### src/rtl/add_seq_ctrl.sv
// Purpose : multi-word (WORDS x 32-bit) add/subtract sequenced over one external 32-bit adder.
// Latency : START accepted at edge E0; BUSY after E0..E0+WORDS; DONE for one cycle after E0+WORDS.
// Backpr. : START honoured only in IDLE/FIN; START during RUN is dropped, never queued.
//
// Ports:
//   CLK, RST               clock; asynchronous active-high reset
//   START, SUB, A, B       request and operands, sampled together on acceptance
//   ADD_X, ADD_Y, ADD_CIN  drive the shared adder (zero outside RUN)
//   ADD_Z, ADD_COUT        combinational result of the shared adder
//   BUSY, DONE             registered-state handshake status
//   SUM, C_OUT, OVF        result, final carry (SUB: 1 = no borrow), signed overflow
module add_seq_ctrl #(
  parameter int WORDS = 4
) (
  input  logic                  CLK,
  input  logic                  RST,
  input  logic                  START,
  input  logic                  SUB,
  input  logic [32*WORDS-1:0]   A,
  input  logic [32*WORDS-1:0]   B,
  output logic [31:0]           ADD_X,
  output logic [31:0]           ADD_Y,
  output logic                  ADD_CIN,
  input  logic [31:0]           ADD_Z,
  input  logic                  ADD_COUT,
  output logic                  BUSY,
  output logic                  DONE,
  output logic [32*WORDS-1:0]   SUM,
  output logic                  C_OUT,
  output logic                  OVF
);

  localparam int W  = 32 * WORDS;
  localparam int IW = (WORDS > 1) ? $clog2(WORDS) : 1;

  typedef enum logic [1:0] {
    S_IDLE = 2'd0,
    S_RUN  = 2'd1,
    S_FIN  = 2'd2
  } state_t;

  state_t          state;
  state_t          state_nxt;
  logic [IW-1:0]   idx;
  logic [W-1:0]    ar;
  logic [W-1:0]    br;
  logic            carry;
  logic            accept;
  logic            last_word;

  // A new request is only taken when no operation is in flight.
  assign accept    = START && ((state == S_IDLE) || (state == S_FIN));
  assign last_word = (idx == IW'(WORDS - 1));

  // State register
  always_ff @(posedge CLK or posedge RST) begin
    if (RST) begin
      state <= S_IDLE;
    end else begin
      state <= state_nxt;
    end
  end

  // Next-state logic
  always_comb begin
    state_nxt = state;
    case (state)
      S_IDLE:  if (START) state_nxt = S_RUN;
      S_RUN:   if (last_word) state_nxt = S_FIN;
      S_FIN:   state_nxt = START ? S_RUN : S_IDLE;
      default: state_nxt = S_IDLE;
    endcase
  end

  // Outputs decoded from registered state only
  always_comb begin
    BUSY    = 1'b0;
    DONE    = 1'b0;
    ADD_X   = 32'd0;
    ADD_Y   = 32'd0;
    ADD_CIN = 1'b0;
    case (state)
      S_RUN: begin
        BUSY    = 1'b1;
        ADD_X   = ar[idx*32 +: 32];
        ADD_Y   = br[idx*32 +: 32];
        ADD_CIN = carry;
      end
      S_FIN:   DONE = 1'b1;
      default: ;
    endcase
  end

  // Datapath: operand latch, per-word result capture and inter-word carry.
  // Subtraction is A + ~B + 1, so B is inverted at latch time and the
  // initial carry-in is SUB.
  always_ff @(posedge CLK or posedge RST) begin
    if (RST) begin
      ar    <= '0;
      br    <= '0;
      carry <= 1'b0;
      idx   <= '0;
      SUM   <= '0;
      C_OUT <= 1'b0;
      OVF   <= 1'b0;
    end else if (accept) begin
      ar    <= A;
      br    <= SUB ? ~B : B;
      carry <= SUB;
      idx   <= '0;
      SUM   <= '0;
      C_OUT <= 1'b0;
      OVF   <= 1'b0;
    end else if (state == S_RUN) begin
      SUM[idx*32 +: 32] <= ADD_Z;
      carry             <= ADD_COUT;
      if (last_word) begin
        idx   <= '0;
        C_OUT <= ADD_COUT;
        // Same-sign operands (B already inverted for SUB) producing a
        // result of the opposite sign is a signed overflow.
        OVF   <= (ar[W-1] == br[W-1]) && (ADD_Z[31] != ar[W-1]);
      end else begin
        idx <= idx + 1'b1;
      end
    end
  end

endmodule

### config.mk
export PLATFORM = sky130hd
export DESIGN_NAME = add_seq_ctrl
export DESIGN_NICKNAME = d
export VERILOG_FILES = /design/src/rtl/add_seq_ctrl.sv
export SDC_FILE = /design/constraint.sdc
export NUM_CORES = 1
export LEC_CHECK = 0
export CORE_AREA = 4 4 191 193
export CTS_BUF_LIST = sky130_fd_sc_hd__clkbuf_8
export CTS_CLUSTER_SIZE = 16
export DETAILED_ROUTE_END_ITERATION = 8
export DIE_AREA = 0 0 195 197
export PLACE_DENSITY = 0.8
export SLEW_MARGIN = 20
export SYNTH_ARGS = -nofsm -noshare
export SYNTH_HDL_FRONTEND = slang
export SYNTH_SLANG_ARGS = --single-unit
export TNS_END_PERCENT = 50
### constraint.sdc
create_clock -name CLK -period 27.1 [get_ports CLK]
set_clock_uncertainty 0.2 [all_clocks]
set_input_delay 5.42 -clock CLK [delete_from_list [all_inputs] [get_ports CLK]]
set_output_delay 5.42 -clock CLK [all_outputs]
set_load 0.01 [all_outputs]
==> report_table.html, run 1 <==
<table>
<tr><th>Metric</th><th>Value</th></tr>
<tr><th colspan="2">Logic synthesis</th></tr>
<tr><td>Post-synth net total</td><td>1884</td></tr>
<tr><td>Cell count after synthesis</td><td>between 1500 and 2000</td></tr>
<tr><td>Share of the synthesized area in the top cell type</td><td>0.561</td></tr>
<tr><td>Seq cells post-synth</td><td>391</td></tr>
<tr><td>Commonest register cell after synthesis</td><td>sky130_fd_sc_hd__dfrtp_1</td></tr>
<tr><td>Portion of the post-synthesis area used by sequential elements</td><td>0.561</td></tr>
<tr><td>Synth top area cells</td><td>sky130_fd_sc_hd__dfrtp_1 56%, sky130_fd_sc_hd__nand2_1 11%, sky130_fd_sc_hd__mux4_2 8.3%</td></tr>
<tr><td>Combined area of all synthesized cells</td><td>approximately 17000 µm²</td></tr>
<tr><td>Synth async-reset ratio</td><td>1.00</td></tr>
<tr><td>Synthesis Warnings</td><td>0</td></tr>
<tr><td>Count of flip-flops with a built-in enable after synthesis</td><td>0</td></tr>
<tr><td>Most frequent cell after synthesis</td><td>sky130_fd_sc_hd__nand2_1</td></tr>
<tr><td>Area leader, netlist</td><td>sky130_fd_sc_hd__dfrtp_1</td></tr>
<tr><td>Count of different cell masters after synthesis</td><td>35</td></tr>
<tr><td>Avg Cell Area, Syn</td><td>around 11 µm²</td></tr>
<tr><td>Top cells by instance count after synthesis</td><td>517 x sky130_fd_sc_hd__nand2_1, 391 x sky130_fd_sc_hd__dfrtp_1, 128 x sky130_fd_sc_hd__xnor2_1</td></tr>
<tr><th colspan="2">Power and ir drop</th></tr>
<tr><td>Leakage</td><td>between 10 and 15 nW</td></tr>
<tr><td>P_int</td><td>~1.6 mW</td></tr>
<tr><td>Relative contribution of the clock network to total power</td><td>0.195</td></tr>
<tr><td>Power share of the sequential group</td><td>0.389</td></tr>
<tr><td>Pwr/cell area</td><td>roughly 110 nW/µm²</td></tr>
<tr><td>Part of the power in combinational logic</td><td>0.417</td></tr>
<tr><td>Switching share of power</td><td>0.357</td></tr>
<tr><td>Worst vdd rail ir drop</td><td>approximately 0.069 mV</td></tr>
<tr><td>Sw Pwr</td><td>911 µW</td></tr>
<tr><th colspan="2">Clock network</th></tr>
<tr><td>Depth of the CTS H-tree</td><td>3</td></tr>
<tr><td>Buffers inserted during post-CTS setup optimization</td><td>0</td></tr>
<tr><td>Register clock-pin slew on the reported worst setup and hold paths</td><td>0.05 ns</td></tr>
<tr><td>Post-CTS Hold Fix Bufs</td><td>0</td></tr>
<tr><td>Quantity of gates resized following cts</td><td>0</td></tr>
<tr><td>Total CTS buffers</td><td>67</td></tr>
<tr><td>Clock insertion delay at the later pin of the skew report</td><td>between 0.5 and 0.6 ns</td></tr>
<tr><td>Clock root buffer</td><td>sky130_fd_sc_hd__clkbuf_8</td></tr>
<tr><td>Buffers from clock root to sink, at most</td><td>3</td></tr>
<tr><td>CTS tree</td><td>yes</td></tr>
<tr><td>CTS Sinks</td><td>slightly below 400</td></tr>
<tr><th colspan="2">Die</th></tr>
<tr><td>Initial core utilization</td><td>0.505</td></tr>
<tr><td>Die height</td><td>197 µm</td></tr>
<tr><td>Die outline width</td><td>between 150 and 200 µm</td></tr>
<tr><td>Core region area</td><td>approximately 35000 µm²</td></tr>
<tr><td>DIE AREA</td><td>around 38000 µm²</td></tr>
<tr><td>Row Count</td><td>just under 70</td></tr>
<tr><td>Number of top-level pins</td><td>490</td></tr>
<tr><th colspan="2">Timing</th></tr>
<tr><td>Final Slew Violations</td><td>0</td></tr>
<tr><td>Total count of hold-check failures in the final report</td><td>0</td></tr>
<tr><td>Setup repair after global routing missed its margin</td><td>false</td></tr>
<tr><td>Worst-case headroom to the max-slew limit</td><td>0.268</td></tr>
<tr><td>Slew at the pin with the worst max-slew slack</td><td>1.10 ns</td></tr>
<tr><td>Fraction of the cycle the final worst path needs</td><td>0.337</td></tr>
<tr><td>Count of endpoints failing setup in the final report</td><td>0</td></tr>
<tr><td>Final period demand of the worst path</td><td>9.14 ns</td></tr>
<tr><td>Fmax</td><td>109 MHz</td></tr>
<tr><td>Final setup TNS</td><td>0 ns</td></tr>
<tr><td>Worst Setup Slack, final</td><td>17.96 ns</td></tr>
<tr><th colspan="2">Layout</th></tr>
<tr><td>Post-layout utilization of the core</td><td>0.686</td></tr>
<tr><td>Sequential cell area</td><td>about 9800 µm²</td></tr>
<tr><td>Layout overhead on the synthesized area</td><td>35.8%</td></tr>
<tr><td>Multi-input gate area</td><td>7010 µm²</td></tr>
<tr><td>Fraction of final layout cells with drive strength greater than 1</td><td>0.0897</td></tr>
<tr><td>Number of fillers in the final layout</td><td>2529</td></tr>
<tr><td>Nets</td><td>between 2000 and 2500</td></tr>
<tr><th colspan="2">Run</th></tr>
<tr><td>Max-cap violations</td><td>0</td></tr>
<tr><th colspan="2">Critical path</th></tr>
<tr><td>Worst setup path category</td><td>register to output port</td></tr>
<tr><td>Worst reg2reg path depth</td><td>7</td></tr>
<tr><td>Worst reg2reg startpoint</td><td>idx[1]</td></tr>
<tr><td>Crit. End Element</td><td>output port</td></tr>
<tr><td>Endpoint of the worst register-to-register path</td><td>SUM[91]</td></tr>
<tr><td>Sort of element at the start of the critical path</td><td>register</td></tr>
<tr><td>R2R Setup Slk</td><td>23.70 ns</td></tr>
<tr><td>Peak fanout along the critical path</td><td>37</td></tr>
<tr><td>Data required time of the critical path</td><td>21.48 ns</td></tr>
<tr><td>Signal arrival time at the worst endpoint</td><td>between 3 and 4 ns</td></tr>
<tr><th colspan="2">Global routing</th></tr>
<tr><td>Via count of the first global-routing pass</td><td>~14000</td></tr>
<tr><td>Pin count of the biggest net entering global routing</td><td>178</td></tr>
<tr><td>Initial antenna violation count</td><td>9</td></tr>
<tr><td>Global-route wire length before repair</td><td>slightly above 80000 µm</td></tr>
<tr><td>Total track usage</td><td>0.271</td></tr>
<tr><td>Final global-route overflow total</td><td>0</td></tr>
<tr><th colspan="2">Routing</th></tr>
<tr><td>Final ANT Viol Nets</td><td>0</td></tr>
<tr><td>Initial DRC count</td><td>around 970</td></tr>
<tr><td>Total Wirelength</td><td>approximately 53000 µm</td></tr>
<tr><td>Via-to-Cell Ratio</td><td>5.42</td></tr>
<tr><td>Post-route DRC violation count</td><td>0</td></tr>
<tr><td>Number of search-and-repair iterations in the first detailed-routing pass</td><td>5</td></tr>
<tr><td>Detail-routed net length per standard cell</td><td>20.8 µm</td></tr>
<tr><td>Total number of vias</td><td>between 10000 and 15000</td></tr>
<tr><th colspan="2">Min path</th></tr>
<tr><td>Cell count of the worst hold path</td><td>2</td></tr>
<tr><td>Class of the most critical hold timing path</td><td>register to register</td></tr>
<tr><td>Terminating pin of the worst hold path</td><td>ar[36]</td></tr>
<tr><td>Startpoint of the tightest hold check path</td><td>ar[36]</td></tr>
<tr><th colspan="2">Placement</th></tr>
<tr><td>Port buffer count</td><td>roughly 500</td></tr>
<tr><td>Placer congestion estimate</td><td>0.854</td></tr>
<tr><td>Place WS</td><td>18.38 ns</td></tr>
<tr><td>Estimated wirelength of the detail-placed design</td><td>36700 µm</td></tr>
<tr><th colspan="2">Outcome</th></tr>
<tr><td>Run status</td><td>finished clean</td></tr>
</table>
-- through the flow --
step | cells | hold WS, ns | instance area (µm²) | power [mW]
floorplan | 1585 | 0.240 | 17400 | 1.58
global placement | 2426 | 0.253 | 22400 | 2.03
detailed placement | 2426 | 0.258 | 22400 | 2.06
CTS | 2540 | 0.272 | 23700 | 2.57
global route | 2542 | 0.288 | 23700 | 2.71
finish | 2542 | 0.268 | 23700 | 2.55
-- state kept, by name, summed over array words and instances, names as in the netlist --
name and flops:
idx 2, C_OUT 1, state 2, ar 128, carry 1, br 128, OVF 1, SUM 128
-- worst max-delay path: stages, from the launching register on --
cell	delay (ns)
sky130_fd_sc_hd__dfrtp_4	0.84
sky130_fd_sc_hd__buf_4	0.73
sky130_fd_sc_hd__mux4_2	0.59
sky130_fd_sc_hd__and2_1	0.18
sky130_fd_sc_hd__clkdlybuf4s50_1	0.53
-- worst max-delay path by stage --
stage / slack, ns / cells past startpoint / to / startpoint
6_report: 17.96 / 4 / ADD_Y[29] / idx[0]
5_1_grt: 17.71 / 4 / ADD_Y[29] / idx[0]
4_1_cts: 17.83 / 4 / ADD_Y[29] / idx[0]
3_5_place_dp: 18.38 / 5 / br[2] / START
3_3_place_gp: 18.41 / 5 / br[1] / START
2_1_floorplan: 10.61 / 1 / C_OUT / RST
-- layout by cell type, fill, tap and decap left out, types with 2 or more instances in the layout --
cell type                         instances
sky130_fd_sc_hd__nand3b_1                 2
sky130_fd_sc_hd__xnor2_1                128
sky130_fd_sc_hd__and2_1                  66
sky130_fd_sc_hd__a21oi_1                  2
sky130_fd_sc_hd__nor2_1                   2
sky130_fd_sc_hd__inv_1                   28
sky130_fd_sc_hd__buf_6                    2
sky130_fd_sc_hd__clkinv_2                 7
sky130_fd_sc_hd__nor2b_1                  2
sky130_fd_sc_hd__diode_2                  2
sky130_fd_sc_hd__a21oi_2                  4
sky130_fd_sc_hd__a22o_1                 127
sky130_fd_sc_hd__inv_6                    2
sky130_fd_sc_hd__dfrtp_4                  2
sky130_fd_sc_hd__clkbuf_8                78
sky130_fd_sc_hd__o21ai_0                  9
sky130_fd_sc_hd__dfrtp_1                389
sky130_fd_sc_hd__mux4_2                  64
sky130_fd_sc_hd__clkdlybuf4s50_1        488
sky130_fd_sc_hd__clkinvlp_4               3
sky130_fd_sc_hd__nand3_1                  2
sky130_fd_sc_hd__o21ai_1                120
sky130_fd_sc_hd__buf_4                   16
sky130_fd_sc_hd__nand2b_1                 2
sky130_fd_sc_hd__nor4_4                   2
sky130_fd_sc_hd__ha_1                     6
sky130_fd_sc_hd__nand2_1                517
-- cell type report --
| class | instances | area share |
|---|---|---|
| Tap cell | 455 | 0.0240 |
| Sequential cell | 391 | 0.413 |
| Inverter | 6 | 0.00127 |
| Multi-Input combinational cell | 1067 | 0.296 |
| Clock buffer | 78 | 0.0453 |
| Antenna cell | 2 | 0.000211 |
| Timing Repair Buffer | 507 | 0.213 |
| Clock inverter | 36 | 0.00697 |
-- power by group through the flow --
stage               registers [mW]  clock network, mW  logic (mW)
floorplan                    0.945                  0       0.640
global placement             0.988                  0        1.04
detailed placement           0.998                  0        1.07
CTS                          0.993              0.508        1.07
global route                  1.02              0.537        1.16
finish                       0.992              0.497        1.06
-- per-layer routing --
metal / wire, µm / track usage / vias to the layer above
li1: - / - / 6229
met1: 20200 / 0.345 / 6783
met2: 26100 / 0.444 / 643
met3: 4690 / 0.0807 / 115
met4: 1780 / 0.103 / 12
met5: 89 / 0 / -
-- cell families after synthesis --
logic type                 after synthesis  share of synthesized area
muxes                                   64                     0.0826
AOI/OAI and AO/OA                      267                      0.105
xor gates and xnor gates               128                     0.0643
buffers and inverters                  127                     0.0381
adders and majority gates                6                    0.00430
and+or+nand+nor                        602                      0.145
DFF                                    391                      0.561
Power figures use the tool's default switching activity.
==> inputs of run 2 (changes only) <==
--- a/config.mk
+++ b/config.mk
@@ -5,12 +5,13 @@
 export SDC_FILE = /design/constraint.sdc
 export NUM_CORES = 1
 export LEC_CHECK = 0
-export CORE_AREA = 4 4 191 193
+export CORE_ASPECT_RATIO = 1.4
+export CORE_MARGIN = 4
+export CORE_UTILIZATION = 45
 export CTS_BUF_LIST = sky130_fd_sc_hd__clkbuf_8
 export CTS_CLUSTER_SIZE = 16
 export DETAILED_ROUTE_END_ITERATION = 8
-export DIE_AREA = 0 0 195 197
-export PLACE_DENSITY = 0.8
+export PLACE_DENSITY = 0.76
 export SLEW_MARGIN = 20
 export SYNTH_ARGS = -nofsm -noshare
 export SYNTH_HDL_FRONTEND = slang
==> constraint.sdc (replaced) <==
create_clock -name CLK -period 7.7 [get_ports CLK]
set_clock_uncertainty 0.2 [all_clocks]
set_input_delay 1.54 -clock CLK [delete_from_list [all_inputs] [get_ports CLK]]
set_output_delay 1.54 -clock CLK [all_outputs]
set_load 0.01 [all_outputs]
==> run 2 against run 1 <==
  * Sequential cell count unchanged
  * Count of clock-buffer cells in the layout unchanged
  * Critical path type unchanged
  * Die area up 9.4%
  * Critical endpoint is now ADD_X[13]
==> report_table.html, run 2 (synthesis results as in run 1) <==
<table>
<tr><th>Metric</th><th>Value</th></tr>
<tr><th colspan="2">Die</th></tr>
<tr><td>DIE AREA</td><td>42000 µm² (was 38400 µm²)</td></tr>
<tr><td>Number of top-level pins</td><td>490 (unchanged)</td></tr>
<tr><td>Die outline width</td><td>174 µm (was 195 µm)</td></tr>
<tr><td>Core region area</td><td>38400 µm² (was 34500 µm²)</td></tr>
<tr><td>Initial core utilization</td><td>0.454 (was 0.505)</td></tr>
<tr><td>Row Count</td><td>85 (was 68)</td></tr>
<tr><td>Die height</td><td>241 µm (was 197 µm)</td></tr>
<tr><th colspan="2">Layout</th></tr>
<tr><td>Layout overhead on the synthesized area</td><td>36.7% (was 35.8%)</td></tr>
<tr><td>Nets</td><td>2333 (was 2339)</td></tr>
<tr><td>Commonest cells after routing, fill and taps aside</td><td>517 x sky130_fd_sc_hd__nand2_1, 488 x sky130_fd_sc_hd__clkdlybuf4s50_1, 389 x sky130_fd_sc_hd__dfrtp_1 (unchanged)</td></tr>
<tr><td>Top Registers</td><td>SUM: 128 flops, ar: 128 flops, br: 128 flops (unchanged)</td></tr>
<tr><td>Fraction of final layout cells with drive strength greater than 1</td><td>0.0899 (was 0.0897)</td></tr>
<tr><td>Leading cell type in the layout, fill and taps excluded</td><td>sky130_fd_sc_hd__nand2_1 (unchanged)</td></tr>
<tr><th colspan="2">Power and ir drop</th></tr>
<tr><td>Total power</td><td>9.00 mW (was 2.55 mW)</td></tr>
<tr><td>Leakage</td><td>10.7 nW (about the same)</td></tr>
<tr><td>Worst vdd rail ir drop</td><td>0.220 mV (was 0.0688 mV)</td></tr>
<tr><td>Pwr/cell area</td><td>377 nW/µm² (was 108 nW/µm²)</td></tr>
<tr><th colspan="2">Critical path</th></tr>
<tr><td>Signal arrival time at the worst endpoint</td><td>3.31 ns (was 3.52 ns)</td></tr>
<tr><td>Crit. End Element</td><td>output port (unchanged)</td></tr>
<tr><td>Data required time of the critical path</td><td>5.96 ns (was 21.48 ns)</td></tr>
<tr><td>Worst reg2reg startpoint</td><td>idx[0] (was idx[1])</td></tr>
<tr><td>R2R Setup Slk</td><td>4.34 ns (was 23.70 ns)</td></tr>
<tr><td>Slowest stage delay, CP</td><td>0.88 ns (was 0.84 ns)</td></tr>
<tr><td>Worst setup path category</td><td>register to output port (unchanged)</td></tr>
<tr><td>Peak fanout along the critical path</td><td>37 (unchanged)</td></tr>
<tr><td>Cell-by-cell trace of the critical path</td><td>buf_4 &gt; mux4_2 &gt; and2_1 &gt; clkdlybuf4s50_1 (unchanged)</td></tr>
<tr><td>Slowest library cell on the worst path</td><td>sky130_fd_sc_hd__dfrtp_4 (unchanged)</td></tr>
<tr><td>Sort of element at the start of the critical path</td><td>register (unchanged)</td></tr>
<tr><td>Endpoint of the worst register-to-register path</td><td>SUM[84] (was SUM[91])</td></tr>
<tr><td>Worst reg2reg path depth</td><td>7 (unchanged)</td></tr>
<tr><th colspan="2">Routing</th></tr>
<tr><td>Detail-routed net length per standard cell</td><td>19.9 µm (was 20.8 µm)</td></tr>
<tr><td>Number of search-and-repair iterations in the first detailed-routing pass</td><td>5 (unchanged)</td></tr>
<tr><td>Total number of vias</td><td>13700 (was 13782)</td></tr>
<tr><td>Total Wirelength</td><td>51800 µm (was 52900 µm)</td></tr>
<tr><td>Final ANT Viol Nets</td><td>0 (unchanged)</td></tr>
<tr><td>Via-to-Cell Ratio</td><td>5.26 (was 5.42)</td></tr>
<tr><td>Initial DRC count</td><td>855 (was 966)</td></tr>
<tr><td>Post-route DRC violation count</td><td>0 (unchanged)</td></tr>
<tr><th colspan="2">Timing</th></tr>
<tr><td>Final setup TNS</td><td>0 ns (unchanged)</td></tr>
<tr><td>Slew at the pin with the worst max-slew slack</td><td>1.13 ns (was 1.10 ns)</td></tr>
<tr><td>Final period demand of the worst path</td><td>5.05 ns</td></tr>
<tr><td>Count of endpoints failing setup in the final report</td><td>0 (unchanged)</td></tr>
<tr><td>Fraction of the cycle the final worst path needs</td><td>0.656</td></tr>
<tr><td>Fmax</td><td>around 200 MHz</td></tr>
<tr><td>Worst-case headroom to the max-slew limit</td><td>0.250 (was 0.268)</td></tr>
<tr><td>Total count of hold-check failures in the final report</td><td>0 (unchanged)</td></tr>
<tr><td>Final Slew Violations</td><td>0 (unchanged)</td></tr>
<tr><td>Setup repair after global routing missed its margin</td><td>false (unchanged)</td></tr>
<tr><th colspan="2">Clock network</th></tr>
<tr><td>Clock insertion delay at the later pin of the skew report</td><td>0.59 ns (about the same)</td></tr>
<tr><td>CTS Sinks</td><td>391 (unchanged)</td></tr>
<tr><td>Register clock-pin slew on the reported worst setup and hold paths</td><td>0.06 ns (was 0.05 ns)</td></tr>
<tr><td>Post-CTS Hold Fix Bufs</td><td>0 (unchanged)</td></tr>
<tr><td>Quantity of gates resized following cts</td><td>0 (unchanged)</td></tr>
<tr><td>Depth of the CTS H-tree</td><td>2 (was 3)</td></tr>
<tr><td>CTS tree</td><td>yes (unchanged)</td></tr>
<tr><td>Clock root buffer</td><td>sky130_fd_sc_hd__clkbuf_8 (unchanged)</td></tr>
<tr><td>Buffers from clock root to sink, at most</td><td>3 (unchanged)</td></tr>
<tr><td>Total CTS buffers</td><td>59 (was 67)</td></tr>
<tr><td>Buffers inserted during post-CTS setup optimization</td><td>0 (unchanged)</td></tr>
<tr><th colspan="2">Global routing</th></tr>
<tr><td>Pin count of the biggest net entering global routing</td><td>179 (was 178)</td></tr>
<tr><td>Global-route wire length before repair</td><td>79500 µm (was 82100 µm)</td></tr>
<tr><td>Via count of the first global-routing pass</td><td>14166 (was 14247)</td></tr>
<tr><td>Initial antenna violation count</td><td>5 (was 9)</td></tr>
<tr><td>Total track usage</td><td>0.239 (was 0.271)</td></tr>
<tr><td>Final global-route overflow total</td><td>0 (unchanged)</td></tr>
<tr><th colspan="2">Placement</th></tr>
<tr><td>Port buffer count</td><td>489 (unchanged)</td></tr>
<tr><td>Placer congestion estimate</td><td>0.861 (was 0.854)</td></tr>
<tr><td>Estimated wirelength of the detail-placed design</td><td>35900 µm (was 36700 µm)</td></tr>
<tr><th colspan="2">Min path</th></tr>
<tr><td>Terminating pin of the worst hold path</td><td>ar[42] (was ar[36])</td></tr>
<tr><td>Class of the most critical hold timing path</td><td>register to register (unchanged)</td></tr>
<tr><td>Startpoint of the tightest hold check path</td><td>ar[42] (was ar[36])</td></tr>
<tr><td>Cell count of the worst hold path</td><td>2 (unchanged)</td></tr>
<tr><th colspan="2">Run</th></tr>
<tr><td>Max-cap violations</td><td>0 (unchanged)</td></tr>
<tr><th colspan="2">Outcome</th></tr>
<tr><td>Run status</td><td>finished clean (unchanged)</td></tr>
</table>
[run 2: final cells by class]
cell class	count	area [µm²]
clock inverters	30	181
fillers	3096	14500
diodes	4	10.0
well taps	522	653
repair buffers	509	5100
inverters	6	26.3
clock buffers	78	1070
flip-flops and latches	391	9790
multi-input cells	1067	7010
[run 2: how the worst max path moves through the flow]
stage          slack [ns]     start   endpoint  depth (start not counted)
6_report             2.65    idx[1]  ADD_X[13]                          4
5_1_grt              2.44  state[1]  ADD_Y[23]                          5
4_1_cts              2.55    idx[1]  ADD_X[13]                          4
3_5_place_dp         3.24    idx[1]  ADD_X[13]                          4
3_3_place_gp         3.25    idx[0]   ADD_Y[9]                          4
2_1_floorplan        0.70       RST      C_OUT                          1
[run 2: power by group]
group | switching (mW) | internal (mW) | leakage, nW
logic | 1.79 | 1.97 | 4.97
clock network | 0.806 | 0.969 | 0.724
registers | 0.569 | 2.89 | 5.02
[run 2: metrics by stage]
stage	setup slack (ns)	instances	hold slack, ns	cell area, µm²	utilization
after global placement	3.25	2494	0.252	22600	0.588
after global routing	2.44	2606	0.294	23800	0.621
after detailed placement	3.24	2494	0.259	22600	0.588
after floorplan	0.700	1585	0.240	17500	-
final	2.65	2607	0.271	23800	0.621
after CTS	2.55	2602	0.275	23800	0.620
[run 2: metal layers]
metal | vias to the layer above | routed length, µm | global-route usage
met4 | 2 | 1940 | 0.0999
li1 | 6231 | - | -
met2 | 631 | 25700 | 0.411
met5 | - | 8 | 0
met1 | 6724 | 19500 | 0.283
met3 | 112 | 4580 | 0.0704
[run 2: worst max-delay path, delay by kind of cell, from the launching register on]
kind                   cells  cell delay [ns]
multiplexers               1             0.56
buffers and inverters      2             1.05
flip-flops                 1             0.88
AND/OR/NAND/NOR            1             0.19
==> inputs of run 3 (changes only) <==
--- a/config.mk
+++ b/config.mk
@@ -7,11 +7,11 @@
 export LEC_CHECK = 0
 export CORE_ASPECT_RATIO = 1.4
 export CORE_MARGIN = 4
-export CORE_UTILIZATION = 45
+export CORE_UTILIZATION = 50
 export CTS_BUF_LIST = sky130_fd_sc_hd__clkbuf_8
 export CTS_CLUSTER_SIZE = 16
 export DETAILED_ROUTE_END_ITERATION = 8
-export PLACE_DENSITY = 0.76
+export PLACE_DENSITY = 0.8
 export SLEW_MARGIN = 20
 export SYNTH_ARGS = -nofsm -noshare
 export SYNTH_HDL_FRONTEND = slang
==> constraint.sdc (replaced) <==
create_clock -name CLK -period 4.83 [get_ports CLK]
set_clock_uncertainty 0.2 [all_clocks]
set_input_delay 0.966 -clock CLK [delete_from_list [all_inputs] [get_ports CLK]]
set_output_delay 0.966 -clock CLK [all_outputs]
set_load 0.01 [all_outputs]
==> run 3 against run 2 <==
  * Sequential share of layout area down 0.086 points
  * Via count up 2.0%
  * Non-clock buffer count up 12
  * Critical path depth up 1
  * Highest routed layer unchanged
  * Worst hold slack worse by 0.00059 ns
==> report_table.html, run 3 (synthesis results as in run 1) <==
<table>
<tr><th>Metric</th><th>Value</th></tr>
<tr><th colspan="2">Die</th></tr>
<tr><td>DIE AREA</td><td>38000 µm² (was 42000 µm²)</td></tr>
<tr><td>Initial core utilization</td><td>0.510 (was 0.454)</td></tr>
<tr><td>Die height</td><td>229 µm (was 241 µm)</td></tr>
<tr><td>Core region area</td><td>34200 µm² (was 38400 µm²)</td></tr>
<tr><td>Number of top-level pins</td><td>490 (unchanged)</td></tr>
<tr><td>Die outline width</td><td>166 µm (was 174 µm)</td></tr>
<tr><td>Row Count</td><td>80 (was 85)</td></tr>
<tr><th colspan="2">Critical path</th></tr>
<tr><td>Signal arrival time at the worst endpoint</td><td>3.25 ns (was 3.31 ns)</td></tr>
<tr><td>Sort of element at the start of the critical path</td><td>register (unchanged)</td></tr>
<tr><td>Endpoint of the worst register-to-register path</td><td>SUM[78] (was SUM[84])</td></tr>
<tr><td>Worst setup path category</td><td>register to output port (unchanged)</td></tr>
<tr><td>Worst reg2reg path depth</td><td>7 (unchanged)</td></tr>
<tr><td>Slowest library cell on the worst path</td><td>sky130_fd_sc_hd__inv_2 (was sky130_fd_sc_hd__dfrtp_4)</td></tr>
<tr><td>Cell-by-cell trace of the critical path</td><td>nand2b_1 &gt; inv_2 &gt; buf_4 &gt; and2_1 &gt; clkdlybuf4s50_1 (was buf_4 &gt; mux4_2 &gt; and2_1 &gt; clkdlybuf4s50_1)</td></tr>
<tr><td>Crit. End Element</td><td>output port (unchanged)</td></tr>
<tr><td>Peak fanout along the critical path</td><td>36 (was 37)</td></tr>
<tr><td>Slowest stage delay, CP</td><td>0.64 ns (was 0.88 ns)</td></tr>
<tr><td>Worst reg2reg startpoint</td><td>idx[0] (unchanged)</td></tr>
<tr><td>Data required time of the critical path</td><td>3.66 ns (was 5.96 ns)</td></tr>
<tr><td>R2R Setup Slk</td><td>1.75 ns (was 4.34 ns)</td></tr>
<tr><th colspan="2">Layout</th></tr>
<tr><td>Post-layout utilization of the core</td><td>0.698 (was 0.621)</td></tr>
<tr><td>Cell Count, Final, Fillers Out</td><td>2545 (was 2607)</td></tr>
<tr><td>Nets</td><td>2344 (was 2333)</td></tr>
<tr><td>Leading cell type in the layout, fill and taps excluded</td><td>sky130_fd_sc_hd__nand2_1 (unchanged)</td></tr>
<tr><td>Number of fillers in the final layout</td><td>2532 (was 3096)</td></tr>
<tr><td>Commonest cells after routing, fill and taps aside</td><td>517 x sky130_fd_sc_hd__nand2_1, 488 x sky130_fd_sc_hd__clkdlybuf4s50_1, 389 x sky130_fd_sc_hd__dfrtp_1 (unchanged)</td></tr>
<tr><td>Layout overhead on the synthesized area</td><td>37.0% (was 36.7%)</td></tr>
<tr><td>Fraction of final layout cells with drive strength greater than 1</td><td>0.0977 (was 0.0899)</td></tr>
<tr><td>Top Registers</td><td>SUM: 128 flops, ar: 128 flops, br: 128 flops (unchanged)</td></tr>
<tr><th colspan="2">Min path</th></tr>
<tr><td>Class of the most critical hold timing path</td><td>register to register (unchanged)</td></tr>
<tr><td>Terminating pin of the worst hold path</td><td>ar[32] (was ar[42])</td></tr>
<tr><td>Cell count of the worst hold path</td><td>2 (unchanged)</td></tr>
<tr><td>Startpoint of the tightest hold check path</td><td>ar[32] (was ar[42])</td></tr>
<tr><th colspan="2">Routing</th></tr>
<tr><td>Via-to-Cell Ratio</td><td>5.49 (was 5.26)</td></tr>
<tr><td>Initial DRC count</td><td>1392 (was 855)</td></tr>
<tr><td>Amount of wire on met2 after detailed routing</td><td>26600 µm (was 25700 µm)</td></tr>
<tr><td>Met1 wire length</td><td>19400 µm (was 19500 µm)</td></tr>
<tr><td>Detail-routed net length per standard cell</td><td>21.1 µm (was 19.9 µm)</td></tr>
<tr><td>Top layer in use</td><td>met5 (unchanged)</td></tr>
<tr><td>Number of search-and-repair iterations in the first detailed-routing pass</td><td>5 (unchanged)</td></tr>
<tr><td>Final ANT Viol Nets</td><td>0 (unchanged)</td></tr>
<tr><td>Met3 wire length</td><td>4900 µm (was 4580 µm)</td></tr>
<tr><td>Post-route DRC violation count</td><td>0 (unchanged)</td></tr>
<tr><td>Total Wirelength</td><td>53700 µm (was 51800 µm)</td></tr>
<tr><td>Total number of vias</td><td>13975 (was 13700)</td></tr>
<tr><th colspan="2">Clock network</th></tr>
<tr><td>Depth of the CTS H-tree</td><td>2 (unchanged)</td></tr>
<tr><td>Quantity of gates resized following cts</td><td>0 (unchanged)</td></tr>
<tr><td>Register clock-pin slew on the reported worst setup and hold paths</td><td>0.06 ns (about the same)</td></tr>
<tr><td>CTS tree</td><td>yes (unchanged)</td></tr>
<tr><td>Post-CTS Hold Fix Bufs</td><td>0 (unchanged)</td></tr>
<tr><td>Buffers from clock root to sink, at most</td><td>3 (unchanged)</td></tr>
<tr><td>CTS Sinks</td><td>391 (unchanged)</td></tr>
<tr><td>Total CTS buffers</td><td>58 (was 59)</td></tr>
<tr><td>Clock insertion delay at the later pin of the skew report</td><td>0.62 ns (was 0.59 ns)</td></tr>
<tr><td>Clock root buffer</td><td>sky130_fd_sc_hd__clkbuf_8 (unchanged)</td></tr>
<tr><td>Buffers inserted during post-CTS setup optimization</td><td>0 (unchanged)</td></tr>
<tr><th colspan="2">Power and ir drop</th></tr>
<tr><td>Pwr/cell area</td><td>607 nW/µm² (was 377 nW/µm²)</td></tr>
<tr><td>Worst vdd rail ir drop</td><td>0.388 mV (was 0.220 mV)</td></tr>
<tr><td>Leakage</td><td>10.7 nW (about the same)</td></tr>
<tr><th colspan="2">Timing</th></tr>
<tr><td>Slew at the pin with the worst max-slew slack</td><td>1.02 ns (was 1.13 ns)</td></tr>
<tr><td>Final period demand of the worst path</td><td>about 4.4 ns</td></tr>
<tr><td>Setup repair after global routing missed its margin</td><td>false (unchanged)</td></tr>
<tr><td>Fraction of the cycle the final worst path needs</td><td>0.915</td></tr>
<tr><td>Final Slew Violations</td><td>0 (unchanged)</td></tr>
<tr><td>Total count of hold-check failures in the final report</td><td>0 (unchanged)</td></tr>
<tr><td>Fmax</td><td>~230 MHz</td></tr>
<tr><td>Worst-case headroom to the max-slew limit</td><td>0.318 (was 0.250)</td></tr>
<tr><td>Count of endpoints failing setup in the final report</td><td>0 (unchanged)</td></tr>
<tr><th colspan="2">Global routing</th></tr>
<tr><td>Pin count of the biggest net entering global routing</td><td>108 (was 179)</td></tr>
<tr><td>Final global-route overflow total</td><td>0 (unchanged)</td></tr>
<tr><td>Global-route wire length before repair</td><td>84000 µm (was 79500 µm)</td></tr>
<tr><td>Via count of the first global-routing pass</td><td>14749 (was 14166)</td></tr>
<tr><td>Total track usage</td><td>0.278 (was 0.239)</td></tr>
<tr><td>Initial antenna violation count</td><td>8 (was 5)</td></tr>
<tr><th colspan="2">Placement</th></tr>
<tr><td>Dpl cells</td><td>2436 (was 2494)</td></tr>
<tr><td>Placer congestion estimate</td><td>0.952 (was 0.861)</td></tr>
<tr><td>Port buffer count</td><td>489 (unchanged)</td></tr>
<tr><td>Estimated wirelength of the detail-placed design</td><td>38400 µm (was 35900 µm)</td></tr>
<tr><th colspan="2">Run</th></tr>
<tr><td>Max-cap violations</td><td>0 (unchanged)</td></tr>
<tr><th colspan="2">Outcome</th></tr>
<tr><td>Run status</td><td>finished clean (unchanged)</td></tr>
</table>
==> run 3: cell types whose count changed in the layout (fill, tap and decap cells not counted) <==
cell | previous run | this run
sky130_fd_sc_hd__buf_12 | 4 | 8
sky130_fd_sc_hd__bufinv_16 | 2 | 1
sky130_fd_sc_hd__buf_4 | 16 | 24
sky130_fd_sc_hd__clkbuf_8 | 78 | 81
sky130_fd_sc_hd__diode_2 | 4 | 6
sky130_fd_sc_hd__clkinv_2 | 6 | 7
sky130_fd_sc_hd__inv_1 | 24 | 14
sky130_fd_sc_hd__clkinvlp_4 | 2 | 4
==> run 3: metrics by stage <==
stage / setup WS (ns) / total power, mW / hold slack, ns / TNS [ns] / instance area [µm²]
after global placement: 1.14 / 11.5 / 0.252 / 0 / 22600
after floorplan: -1.60 / 8.89 / 0.240 / -623.99 / 17500
after CTS: 0.381 / 14.6 / 0.275 / 0 / 23900
after global routing: 0.223 / 15.4 / 0.293 / 0 / 23900
final: 0.410 / 14.5 / 0.270 / 0 / 23900
after detailed placement: 1.08 / 11.7 / 0.259 / 0 / 22600
==> run 3: report_power, final <==
| group | internal [mW] | switching [mW] |
|---|---|---|
| clock network | 1.54 | 1.30 |
| logic | 3.20 | 2.81 |
| registers | 4.61 | 1.03 |
| total | 9.35 | 5.15 |
==> run 3: worst max path at each step <==
stage                     startpoint  cells past startpoint  slack, ns        end
final                       state[1]                      5       0.41  ADD_X[17]
after floorplan                  RST                      1      -1.60      C_OUT
after CTS                   state[1]                      5       0.38  ADD_X[17]
after global placement        idx[0]                      4       1.14  ADD_Y[27]
after global routing        state[1]                      5       0.22  ADD_X[17]
after detailed placement    state[1]                      5       1.08  ADD_X[17]
==> run 3: critical path, delay by kind of cell, from the launching register on <==
kind,cells,cell delay [ns]
flops,1,0.40
simple gates,2,0.56
buf+inv,3,1.65
==> run 3: area by class of cell <==
cell class                      instances  area [µm²]  area share
Tap cell                              451         564      0.0236
Timing Repair Buffer                  521        5240       0.219
Sequential cell                       391        9790       0.410
Clock buffer                           81        1110      0.0467
Multi-Input combinational cell       1067        7010       0.293
Antenna cell                            6        15.0    0.000628
Clock inverter                         22         134     0.00560
Inverter                                6        26.3     0.00110
==> run 3: routing by layer <==
| layer | track usage | vias up |
|---|---|---|
| met5 | 0 | - |
| met4 | 0.137 | 4 |
| met3 | 0.0868 | 164 |
| met2 | 0.467 | 722 |
| met1 | 0.325 | 6840 |
| li1 | - | 6245 |
